==> src/rtl/mcdf_slave_if.sv <==
// Channel-side and arbiter-side handshake bundle of one MCDF slave node.
// The slave modport is the node's view; the master modport is the view of
// whatever drives the channel and acks the head word.
interface mcdf_slave_if #(
    parameter int DW = 32
);
    logic [DW-1:0] ch_data;
    logic          ch_valid;
    logic          ch_ready;
    logic          s2a_req;
    logic [DW-1:0] s2a_data;
    logic          a2s_ack;

    modport slave (
        input  ch_data,
        input  ch_valid,
        output ch_ready,
        output s2a_req,
        output s2a_data,
        input  a2s_ack
    );

    modport master (
        output ch_data,
        output ch_valid,
        input  ch_ready,
        input  s2a_req,
        input  s2a_data,
        output a2s_ack
    );
endinterface

==> src/rtl/mcdf_slave_node.sv <==
// MCDF slave channel input stage: buffers words from one channel in a FIFO,
// offers the head word to the arbiter (request/ack pull), reports free space.
// Optional feature macro MCDF_SLV_CNT_EN adds acc_cnt_o, a saturating 16-bit
// count of accepted words, cleared only by reset.
module mcdf_slave_node #(
    parameter int  DW    = 32,
    parameter int  DEPTH = 32,
    localparam int AW    = $clog2(DEPTH)
) (
    input  logic          clk_i,
    input  logic          rst_i,
    input  logic          en_i,
    mcdf_slave_if.slave   bus,
    output logic [AW:0]   margin_o
`ifdef MCDF_SLV_CNT_EN
    ,
    output logic [15:0]   acc_cnt_o
`endif
);

    localparam logic [AW:0] DEPTH_C = (AW + 1)'(DEPTH);

    // Storage is deliberately left out of reset; validity is tracked by count.
    logic [DW-1:0] mem_q [DEPTH];

    logic [AW-1:0] wr_ptr_q, wr_ptr_d;
    logic [AW-1:0] rd_ptr_q, rd_ptr_d;
    logic [AW:0]   count_q,  count_d;
    logic          wr_en;
    logic          rd_en;
    logic          ready;

    // Ready depends only on registered state and control, never on valid,
    // so the channel side sees no combinational loop through the node.
    assign ready = !rst_i && en_i && (count_q != DEPTH_C);
    assign wr_en = bus.ch_valid && ready;
    // An ack on an empty FIFO is ignored.
    assign rd_en = bus.a2s_ack && (count_q != '0);

    assign bus.ch_ready = ready;
    assign bus.s2a_req  = (count_q != '0);
    assign bus.s2a_data = (count_q != '0) ? mem_q[rd_ptr_q] : '0;
    assign margin_o     = DEPTH_C - count_q;

    // Next-state for pointers and occupancy; pointers wrap naturally since DEPTH is a power of two.
    always_comb begin
        wr_ptr_d = wr_ptr_q;
        rd_ptr_d = rd_ptr_q;
        count_d  = count_q;
        if (wr_en) begin
            wr_ptr_d = wr_ptr_q + 1'b1;
        end
        if (rd_en) begin
            rd_ptr_d = rd_ptr_q + 1'b1;
        end
        case ({wr_en, rd_en})
            2'b10:   count_d = count_q + 1'b1;
            2'b01:   count_d = count_q - 1'b1;
            default: count_d = count_q;
        endcase
    end

    // Pointer and occupancy registers; reset discards all buffered words.
    always_ff @(posedge clk_i) begin
        if (rst_i) begin
            wr_ptr_q <= '0;
            rd_ptr_q <= '0;
            count_q  <= '0;
        end else begin
            wr_ptr_q <= wr_ptr_d;
            rd_ptr_q <= rd_ptr_d;
            count_q  <= count_d;
        end
    end

    // Word storage write port.
    always_ff @(posedge clk_i) begin
        if (wr_en) begin
            mem_q[wr_ptr_q] <= bus.ch_data;
        end
    end

`ifdef MCDF_SLV_CNT_EN
    logic [15:0] acc_cnt_q, acc_cnt_d;

    // Accepted-word counter holds at all-ones instead of wrapping.
    always_comb begin
        acc_cnt_d = acc_cnt_q;
        if (wr_en && (acc_cnt_q != 16'hFFFF)) begin
            acc_cnt_d = acc_cnt_q + 16'd1;
        end
    end

    // Accepted-word counter register.
    always_ff @(posedge clk_i) begin
        if (rst_i) begin
            acc_cnt_q <= '0;
        end else begin
            acc_cnt_q <= acc_cnt_d;
        end
    end

    assign acc_cnt_o = acc_cnt_q;
`endif

endmodule

==> src/flat_wrapper.sv <==
// flat-port wrapper written by rule: the top's interface ports become plain ports
module mcdf_slave_node_flat 
#(
    parameter int  DW    = 32,
    parameter int  DEPTH = 32,
    localparam int AW    = $clog2(DEPTH)
)
  (clk_i, rst_i, en_i, margin_o, bus_ch_data, bus_ch_valid, bus_ch_ready, bus_s2a_req, bus_s2a_data, bus_a2s_ack);
  mcdf_slave_if #(.DW(DW)) bus_i ();
  input  logic clk_i;
  input  logic rst_i;
  input  logic en_i;
  output logic [AW:0] margin_o;
  input wire logic [$bits(bus_i.ch_data)-1:0] bus_ch_data;
  input wire logic [$bits(bus_i.ch_valid)-1:0] bus_ch_valid;
  output wire logic [$bits(bus_i.ch_ready)-1:0] bus_ch_ready;
  output wire logic [$bits(bus_i.s2a_req)-1:0] bus_s2a_req;
  output wire logic [$bits(bus_i.s2a_data)-1:0] bus_s2a_data;
  input wire logic [$bits(bus_i.a2s_ack)-1:0] bus_a2s_ack;
  assign bus_i.ch_data = bus_ch_data;
  assign bus_i.ch_valid = bus_ch_valid;
  assign bus_ch_ready = bus_i.ch_ready;
  assign bus_s2a_req = bus_i.s2a_req;
  assign bus_s2a_data = bus_i.s2a_data;
  assign bus_i.a2s_ack = bus_a2s_ack;
  mcdf_slave_node #(.DW(DW), .DEPTH(DEPTH)) u_core (.clk_i(clk_i), .rst_i(rst_i), .en_i(en_i), .bus(bus_i), .margin_o(margin_o));
endmodule
==> config.mk <==
export PLATFORM = sky130hd
export DESIGN_NAME = mcdf_slave_node_flat
export DESIGN_NICKNAME = d
export VERILOG_FILES = /design/src/rtl/mcdf_slave_if.sv /design/src/rtl/mcdf_slave_node.sv /design/src/flat_wrapper.sv
export SDC_FILE = /design/constraint.sdc
export NUM_CORES = 1
export LEC_CHECK = 0
export BUFFER_PORTS_ARGS = -buffer_cell sky130_fd_sc_hd__buf_4
export CORE_MARGIN = 4
export CORE_UTILIZATION = 60
export CTS_BUF_LIST = sky130_fd_sc_hd__clkbuf_8 sky130_fd_sc_hd__clkbuf_16
export CTS_CLUSTER_DIAMETER = 50
export DETAILED_ROUTE_END_ITERATION = 8
export PLACE_DENSITY = 0.78
export SLEW_MARGIN = 5
export SYNTH_ARGS = -nofsm -noshare
export SYNTH_HDL_FRONTEND = slang
export SYNTH_SLANG_ARGS = --single-unit
==> constraint.sdc <==
create_clock -name clk_i -period 4.05 [get_ports clk_i]
set_input_delay 0.81 -clock clk_i [delete_from_list [all_inputs] [get_ports clk_i]]
set_output_delay 0.81 -clock clk_i [all_outputs]
set_load 0.02 [all_outputs]
Word-level counts from Yosys, hierarchy flattened
Memories as Yosys holds them, arrays and structs flattened. A register that Yosys moved wholly into a read port is not among the register bits.
Cells that the tools add are included.
{ "word_totals": {"ff_bits": 16, "latchBits": 0, "ram_bits": 1024, "romBits": 0, "in_bits": 37, "out_inout_bits": 40, "elab_cells": 25, "n_memories": 1} }
{ "memory_table": {"columns": ["memory", "words", "width", "read_ports", "rd_clocked_by_memory_dff", "write_ports", "line_no", "source"], "rows": [
  ["u_core.mem_q", 32, 32, 1, 1, 1, "mcdf_slave_node.sv:24", "logic [DW-1:0] mem_q [DEPTH];"]
]} }
{ "op_classes": {"add_sub_neg": 5, "mul": 0, "div": 0, "order_cmp": 0, "n_eq_ne": 3, "shifts": 0, "muxes": 6, "bitwise_logic": 0, "n_reduce_logical": 7} }
{ "op_table": {"columns": ["operator", "count"], "rows": [
  ["32-bit two-way mux", 1],
  ["6-bit case mux with 2 select lines", 1],
  ["5-bit by 1-bit adder with 5-bit output, second input constant", 2],
  ["5-bit two-way mux", 2],
  ["6-bit by 1-bit adder with 6-bit output, second input constant", 1],
  ["6-bit inequality test, second input constant", 1],
  ["6-bit nonzero test", 1],
  ["6-bit by 1-bit subtractor with 6-bit output, second input constant", 1],
  ["6-bit subtractor, first input constant", 1],
  ["1-bit logical AND", 4],
  ["2-bit by 1-bit equality test with 1-bit output, second input constant", 1],
  ["2-bit equality test, second input constant", 1],
  ["1-bit two-way mux", 2],
  ["2-bit nonzero test", 1],
  ["1-bit logical NOT", 1]
]} }

Depth between registers and ports, before layout
Gate-level depths: netlist of run 1.
{ "logic_depth": {"ltp_word": 6, "ltp_mapped": 15, "mapped_depth_nobuf": 13} }

Worst setup path before layout of run 1
No wires, ideal clock.
{ "synth_timing": {"path_kind": "reg-to-reg", "from": "register u_core.count_q[1]", "to": "memory u_core.mem_q[31][0], enable pin", "setup_time_ns": 0.421, "arrival_time_ns": 3.069, "required_ns": 3.629, "path_slack_ns": 0.560, "stages_incl_launch_ff": 8, "n_path_buf": 1, "synth_period_minus_slack_ns": 3.490, "cell_sequence": "dfxtp_1 -> clkbuf_1 -> inv_1 -> ha_1 -> nor4b_2 -> a211oi_4 -> nand2_1 -> nor2_1"} }
{ "synth_via": {"elab_chain_len": 5} }
{ "synth_lines": {"columns": ["element", "line_no", "source"], "rows": [
  ["from (decl)", "mcdf_slave_node.sv:28", "logic [AW:0] count_q, count_d;"],
  ["from (signal assigned)", "mcdf_slave_node.sv:72", "count_q <= count_d;"],
  ["6-bit inequality test", "mcdf_slave_node.sv:35", "assign ready = !rst_i && en_i && (count_q != DEPTH_C);"],
  ["1-bit logical AND", "mcdf_slave_node.sv:35", null],
  ["1-bit logical AND", "mcdf_slave_node.sv:36", "assign wr_en = bus.ch_valid && ready;"],
  ["1-bit two-way mux", "mcdf_slave_node.sv:78", "if (wr_en) begin"],
  ["1-bit two-way mux (not written as such)", "mcdf_slave_node.sv:79", "mem_q[wr_ptr_q] <= bus.ch_data;"],
  ["to (decl)", "mcdf_slave_node.sv:24", null]
]} }
Every way passes these cells.

==> results.toml, run 1 <==
[run]
cap_violations = 0

[sta]
tightest_slew_ps = 1320
finalSetupViolCount = 0
drv_slew = 0
hold_viol = 0
totalNegativeSetupSlack_ps = 0
finClkSkew_ps = 28.5
maxClockFrequency_mhz = 250
slew-limit-headroom = 0.119
finalCritPeriodShare = 0.988
period_needed_ps = 4000
fin_ws_ps = 50.3
fin_hold_ws_ps = 478
rsz0062_at_grt = "true"

[drt]
drt-total-wl_mm = 98.5
post_drt_wl_per_cell_um = 33.2
vias_per_cell = 6.95
vias = 20600
drtPass1Iterations = 6
ant_nets = 0
route.detailed.drc = 0
drt_iter0_markers = 2942

[logic_synthesis]
synth.largest_area_cell = "edfxtp_1"
synth-simple-area-share = 0.0181
mappedNetlistArea_um2 = 40500
ys_async_sr_fraction = 0
synth_top_family_by_area = "multiplexers"
synth-compound-area-share = 0.0335
synth-seq-area-share = 0.769
synth-adder-area-share = 0.00278
synth_ff_type = "edfxtp_1"
synthMuxAreaShare = 0.152
synth_nets = 1866
syn-instance-count = 1820
synth_seq_cells = 1045
ys_types = 52
synth_edf_count = 1024
synth_area_leaders = "edfxtp_1, mux4_2, mux4_1"
postSynthAreaPerCell_um2 = 22.3
yosysTopAreaCellShare = 0.759
yosys_warnings = 0
synth_xor_area_frac = 0.00346

[global_routing]
grt_use_met1 = 0.384
grt-busiest-layer = "met2"
use_met3 = 0.0624
grt_pass1_wl_mm = 144
antenna_found_initial = 0
grt_use_met2 = 0.453
overflow = 0
grt_start_max_net_pins = 68
grt_pass1_vias = 21211
grt_usage = 0.279

[critical_path]
crit_top_cell = "buf_4"
regToRegSetupSlack_ps = 830
crit_path_top_delay_cell = "dfxtp_4"
critPathMaxStageDelay_ps = 620
arrival_ps = 3190
critical_path_class = "flop to output pin"
crit_fanout = 22
required_ps = 3240
crit_chain = "buf_4 > nor2_1 > a221oi_1 > o21ai_0 > a21oi_1 > buf_4"
endpoint_kind = "output pin"
reg2regPathDepth = 9
reg2reg_from = "u_core.count_q[1]$_SDFFE_PP0P_"
critPathLaunchType = "flop"
r2r-end = "u_core.mem_q[15][26]$_DFFE_PP_"

[die]
dieArea_um2 = 71800
core_um2 = 67000
io_pins = 77
die_h_um = 268
start_util = 0.604
die_w_um = 268
num_rows = 95

[cells_and_area]
nNetsFinal = 2051
utilization = 0.691
final_area_um2 = 46300
syn2layout_area_growth_pct = 14.3
diodes = 0
drive_above_1_share = 0.292

[power_and_ir_drop]
power.leakage_nw = 14.5
ir_drop_uv = 711
powerDensity_nw_per_um2 = 561

[worst_hold_path]
whs_path_depth = 2
min_from = "rst_i"
min_path_type = "input port to flop"
hold_end = "u_core.wr_ptr_q[2]$_SDFFE_PP0P_"

[clock_tree]
cts.clk_slew.worst_paths_ps = 70
htree_levels = 3
clkSinkCount = 1045
clock_latency_ps = 670
holdBufCountCts = 0
clock_path_buffers = 3
cts_tree = "yes"
cts-root-buf = "clkbuf_16"
cts_buffers = 103

[placed_design]
routabilityCongestion = 0.815
place_area_um2 = 42700
post-place-ws_ps = 470
detailed_place_hpwl_mm = 54.1
place.port_buffers = 76

[status]
outcome = "finished, final reports clean"
-- cells in the mapped netlist (2+ instances only) --
cell and instances:
a2111oi_1 20, inv_1 9, edfxtp_1 1024, o21ai_0 16
o41ai_1 2, nor2_1 50, buf_6 23, or3b_2 3
a221oi_1 44, and2_1 2, nor2b_1 25, nor3_1 2
ha_1 9, nand4_1 3, nor3b_1 2, xnor2_1 6
a221o_1 12, a2111oi_0 20, mux4_1 35, mux2_2 2
o22ai_1 20, mux4_2 209, buf_4 13, and3b_1 2
nand3b_1 3, mux2i_1 50, buf_1 3, dfxtp_1 21
nand2_1 50, buf_2 26, buf_12 8, nand3_1 2
a21oi_1 39, or3_1 2, clkbuf_1 37, xor2_1 10
-- final cells by class --
cell class / instances / area, um2
well taps: 873 / 1090
clock buffers: 106 / 2650
fillers: 3861 / 20700
multi-input cells: 653 / 8820
clock inverters: 85 / 713
repair buffers: 192 / 1790
flip-flops and latches: 1045 / 31200
inverters: 10 / 37.5
-- flip-flops by register name, summed over array words and instances, names as in the netlist, named ones only --
signal           cells
u_core.count_q       6
u_core.wr_ptr_q      5
u_core.mem_q      1024
u_core.rd_ptr_q      5
-- layout by cell type (no fill, tap or decap), drive strengths merged, types with 3 or more instances in the layout --
| master | count |
|---|---|
| a221oi | 44 |
| edfxtp | 1024 |
| mux4 | 244 |
| xor2 | 10 |
| bufinv | 11 |
| o22ai | 20 |
| nor2b | 26 |
| o21ai | 16 |
| nor2 | 50 |
| dfxtp | 21 |
| clkinvlp | 5 |
| clkinv | 47 |
| clkbuf | 106 |
| a221o | 12 |
| inv | 32 |
| nand3b | 3 |
| nand2 | 50 |
| buf | 192 |
| a2111oi | 40 |
| a21oi | 39 |
| ha | 9 |
| nand4 | 3 |
| or3b | 3 |
| mux2i | 50 |
| xnor2 | 6 |
-- timing repair --
action,in CTS,in global routing
buffers inserted,3,5
endpoints found under the setup margin,27,17
resized for setup,11,18
-- kinds of logic after synthesis --
logic type / count (synthesis)
adder cells (fa/ha/maj): 9
buffers and inverters: 122
XOR/XNOR: 16
multiplexers: 296
AO/OA/AOI/OAI: 179
AND/OR/NAND/NOR: 153
flip-flops: 1045
-- worst max-delay path, delay by kind of cell (launching register included) --
kind	cells	cell delay (ps)
flip-flops	1	620
AO/OA/AOI/OAI	3	1030
buffers and inverters	2	580
AND/OR/NAND/NOR	1	280
-- report_power, final --
group | internal (mW) | switching (mW)
Combinational | 1.89 | 2.58
Clock | 5.45 | 4.01
Sequential | 11.9 | 0.0992
Total | 19.3 | 6.69
-- worst max path at each step --
stage	slack, ps	depth (start not counted)	from	to
2_1_floorplan	560	7	u_core.count_q[1]$_SDFFE_PP0P_	u_core.mem_q[31][0]$_DFFE_PP_
3_5_place_dp	470	8	flop	bus_s2a_data[2]
6_report	50	6	flop	bus_s2a_data[14]
5_1_grt	-20	7	flop	bus_s2a_data[26]
3_3_place_gp	560	8	flop	bus_s2a_data[2]
4_1_cts	-2	5	flop	bus_s2a_data[26]
-- layer usage --
layer  vias up  routed length, um
met5         -                  0
met4         0               3410
met3       225              10400
met2      1415              49000
met1     10835              35600
li1       8125                  -
-- per-stage QoR --
stage               power, mW  std cells
detailed placement       16.6       2765
finish                   26.0       2964
CTS                      26.0       2959
floorplan                14.9       1820
global placement         16.5       2765
global route             26.8       2964
No activity file was read; power rests on OpenSTA's default activity.
==> inputs of run 2 (changes only) <==
- PLACE_DENSITY: 0.78 -> unset
- PLACE_DENSITY_LB_ADDON: unset -> 0.2
==> results.toml, run 2 (synthesized netlist as in run 1, its figures left out) <==
[sta]
fin_ws_ps = 123
finalCritPeriodShare = 0.970
finClkSkew_ps = 16.3
period_needed_ps = 3930
hold_viol = 0
rsz0062_at_grt = "true"
drv_slew = 0
tightest_slew_ps = 903
finalSetupViolCount = 0
maxClockFrequency_mhz = 255
slew-limit-headroom = 0.396

[clock_tree]
clkSinkCount = 1045
holdBufCountCts = 0
clock_latency_ps = 670
cts_buffers = 106
clock_path_buffers = 3
cts_tree = "yes"
htree_levels = 3
cts.clk_slew.worst_paths_ps = 60
cts-root-buf = "clkbuf_16"

[drt]
ant_nets = 0
drtPass1Iterations = 5
post_drt_wl_per_cell_um = 32.2
vias = 20224
met1_length_mm = 36.9
route.detailed.drc = 0
dr.max_layer_used = "met4"
drt_iter0_markers = 2571
drt-total-wl_mm = 95.2
wl_met3_mm = 8.94
wl_met2_mm = 47.1
vias_per_cell = 6.84

[global_routing]
grt_pass1_wl_mm = 140
grt_usage = 0.270
antenna_found_initial = 0
overflow = 0
grt_pass1_vias = 20480
grt_start_max_net_pins = 52

[cells_and_area]
mostFrequentLayoutCells = "edfxtp_1, mux4_2, buf_4"
largestRegisters = "u_core.mem_q (1024), u_core.count_q (6)"
drive_above_1_share = 0.289
largest_reg_flops = 1024
max_flop_register = "u_core.mem_q"
final_common_cell = "edfxtp_1"
nNetsFinal = 2044
diodes = 0
fill_cells = 4004
syn2layout_area_growth_pct = 14.4
utilization = 0.692

[critical_path]
crit_top_cell = "buf_4"
arrival_ps = 3120
endpoint_kind = "output pin"
critPathLaunchType = "flop"
crit_chain = "buf_4 > and2_1 > a221o_1 > a21oi_1 > buf_4"
critPathMaxStageDelay_ps = 500
crit_fanout = 20
required_ps = 3240
critical_path_buf_inv_count = 2
crit_family = "compound AO/OA/AOI/OAI gates"
critical_path_class = "flop to output pin"
crit_path_top_delay_cell = "a21oi_1"

[die]
start_util = 0.604
io_pins = 77
die_h_um = 268
core_um2 = 67000
dieArea_um2 = 71800
num_rows = 95
die_w_um = 268

[power_and_ir_drop]
power.leakage_nw = 14.5
powerDensity_nw_per_um2 = 563
ir_drop_uv = 780

[placed_design]
detailed_place_hpwl_mm = 51.4
place.port_buffers = 76
post-place-ws_ps = 412
routabilityCongestion = 0.807

[status]
outcome = "finished, final reports clean"

[worst_hold_path]
min_path_type = "input port to flop"

[run]
cap_violations = 0
-- run 2: worst reg2reg max path, cell delays in order (launching register included) --
cell and delay, ps:
dfxtp_1 520, inv_1 80, ha_1 230, nor4b_2 200, a211oi_4 480, inv_1 120, ha_1 390, xor2_1 210
ha_1 200, a21oi_1 260, nor3b_1 80, o21ai_0 220, a21oi_1 110, mux2_2 270
-- run 2: cell type report --
type                    instances  area (um2)  area share
multi-input cells             653        8810       0.190
well taps                     873        1090      0.0236
repair buffers                182        1720      0.0372
clock inverters                89         852      0.0184
inverters                      10        37.5    0.000810
clock buffers                 106        2650      0.0572
flip-flops and latches       1045       31200       0.673
-- run 2: timing repair --
item                                    4_1_cts  5_1_grt
buffers inserted                              2        4
gates resized for setup                       8       19
cloned                                        1        0
endpoints found under the setup margin       17       14
endpoints found under the hold margin         0        0
-- run 2: per-layer routing --
| metal | vias up | GRT usage |
|---|---|---|
| met5 | - | 0 |
| met4 | 0 | 0.0665 |
| met3 | 166 | 0.0516 |
| met2 | 1185 | 0.434 |
| met1 | 10732 | 0.396 |
| li1 | 8141 | - |
-- run 2: final timing paths --
kind	startpoint	to	slack [ps]	cells past startpoint
setup reg to reg	u_core.count_q[1]$_SDFFE_PP0P_	u_core.count_q[4]$_SDFFE_PP0P_	560	13
hold / removal	rst_i	u_core.wr_ptr_q[4]$_SDFFE_PP0P_	480	2
setup / recovery	flop	bus_s2a_data[8]	120	5
hold reg to reg	u_core.rd_ptr_q[3]$_SDFFE_PP0N_	flop	570	2
-- run 2: report_power, final --
group / internal, mW / leakage (nW) / switching (mW)
clock: 5.61 / 1.74 / 4.07
sequential: 11.9 / 9.38 / 0.0945
combinational: 1.87 / 3.33 / 2.55
-- run 2: per-stage QoR --
| stage | instances | area (um2) | TNS (ps) | hold slack (ps) | power, mW |
|---|---|---|---|---|---|
| floorplan | 1820 | 40500 | 0 | 485 | 14.9 |
| CTS | 2954 | 46200 | 0 | 438 | 26.2 |
| global placement | 2756 | 42600 | 0 | 536 | 16.5 |
| finish | 2958 | 46400 | 0 | 477 | 26.1 |
| detailed placement | 2756 | 42600 | 0 | 557 | 16.6 |
| global route | 2958 | 46400 | -23.4 | 475 | 27.0 |
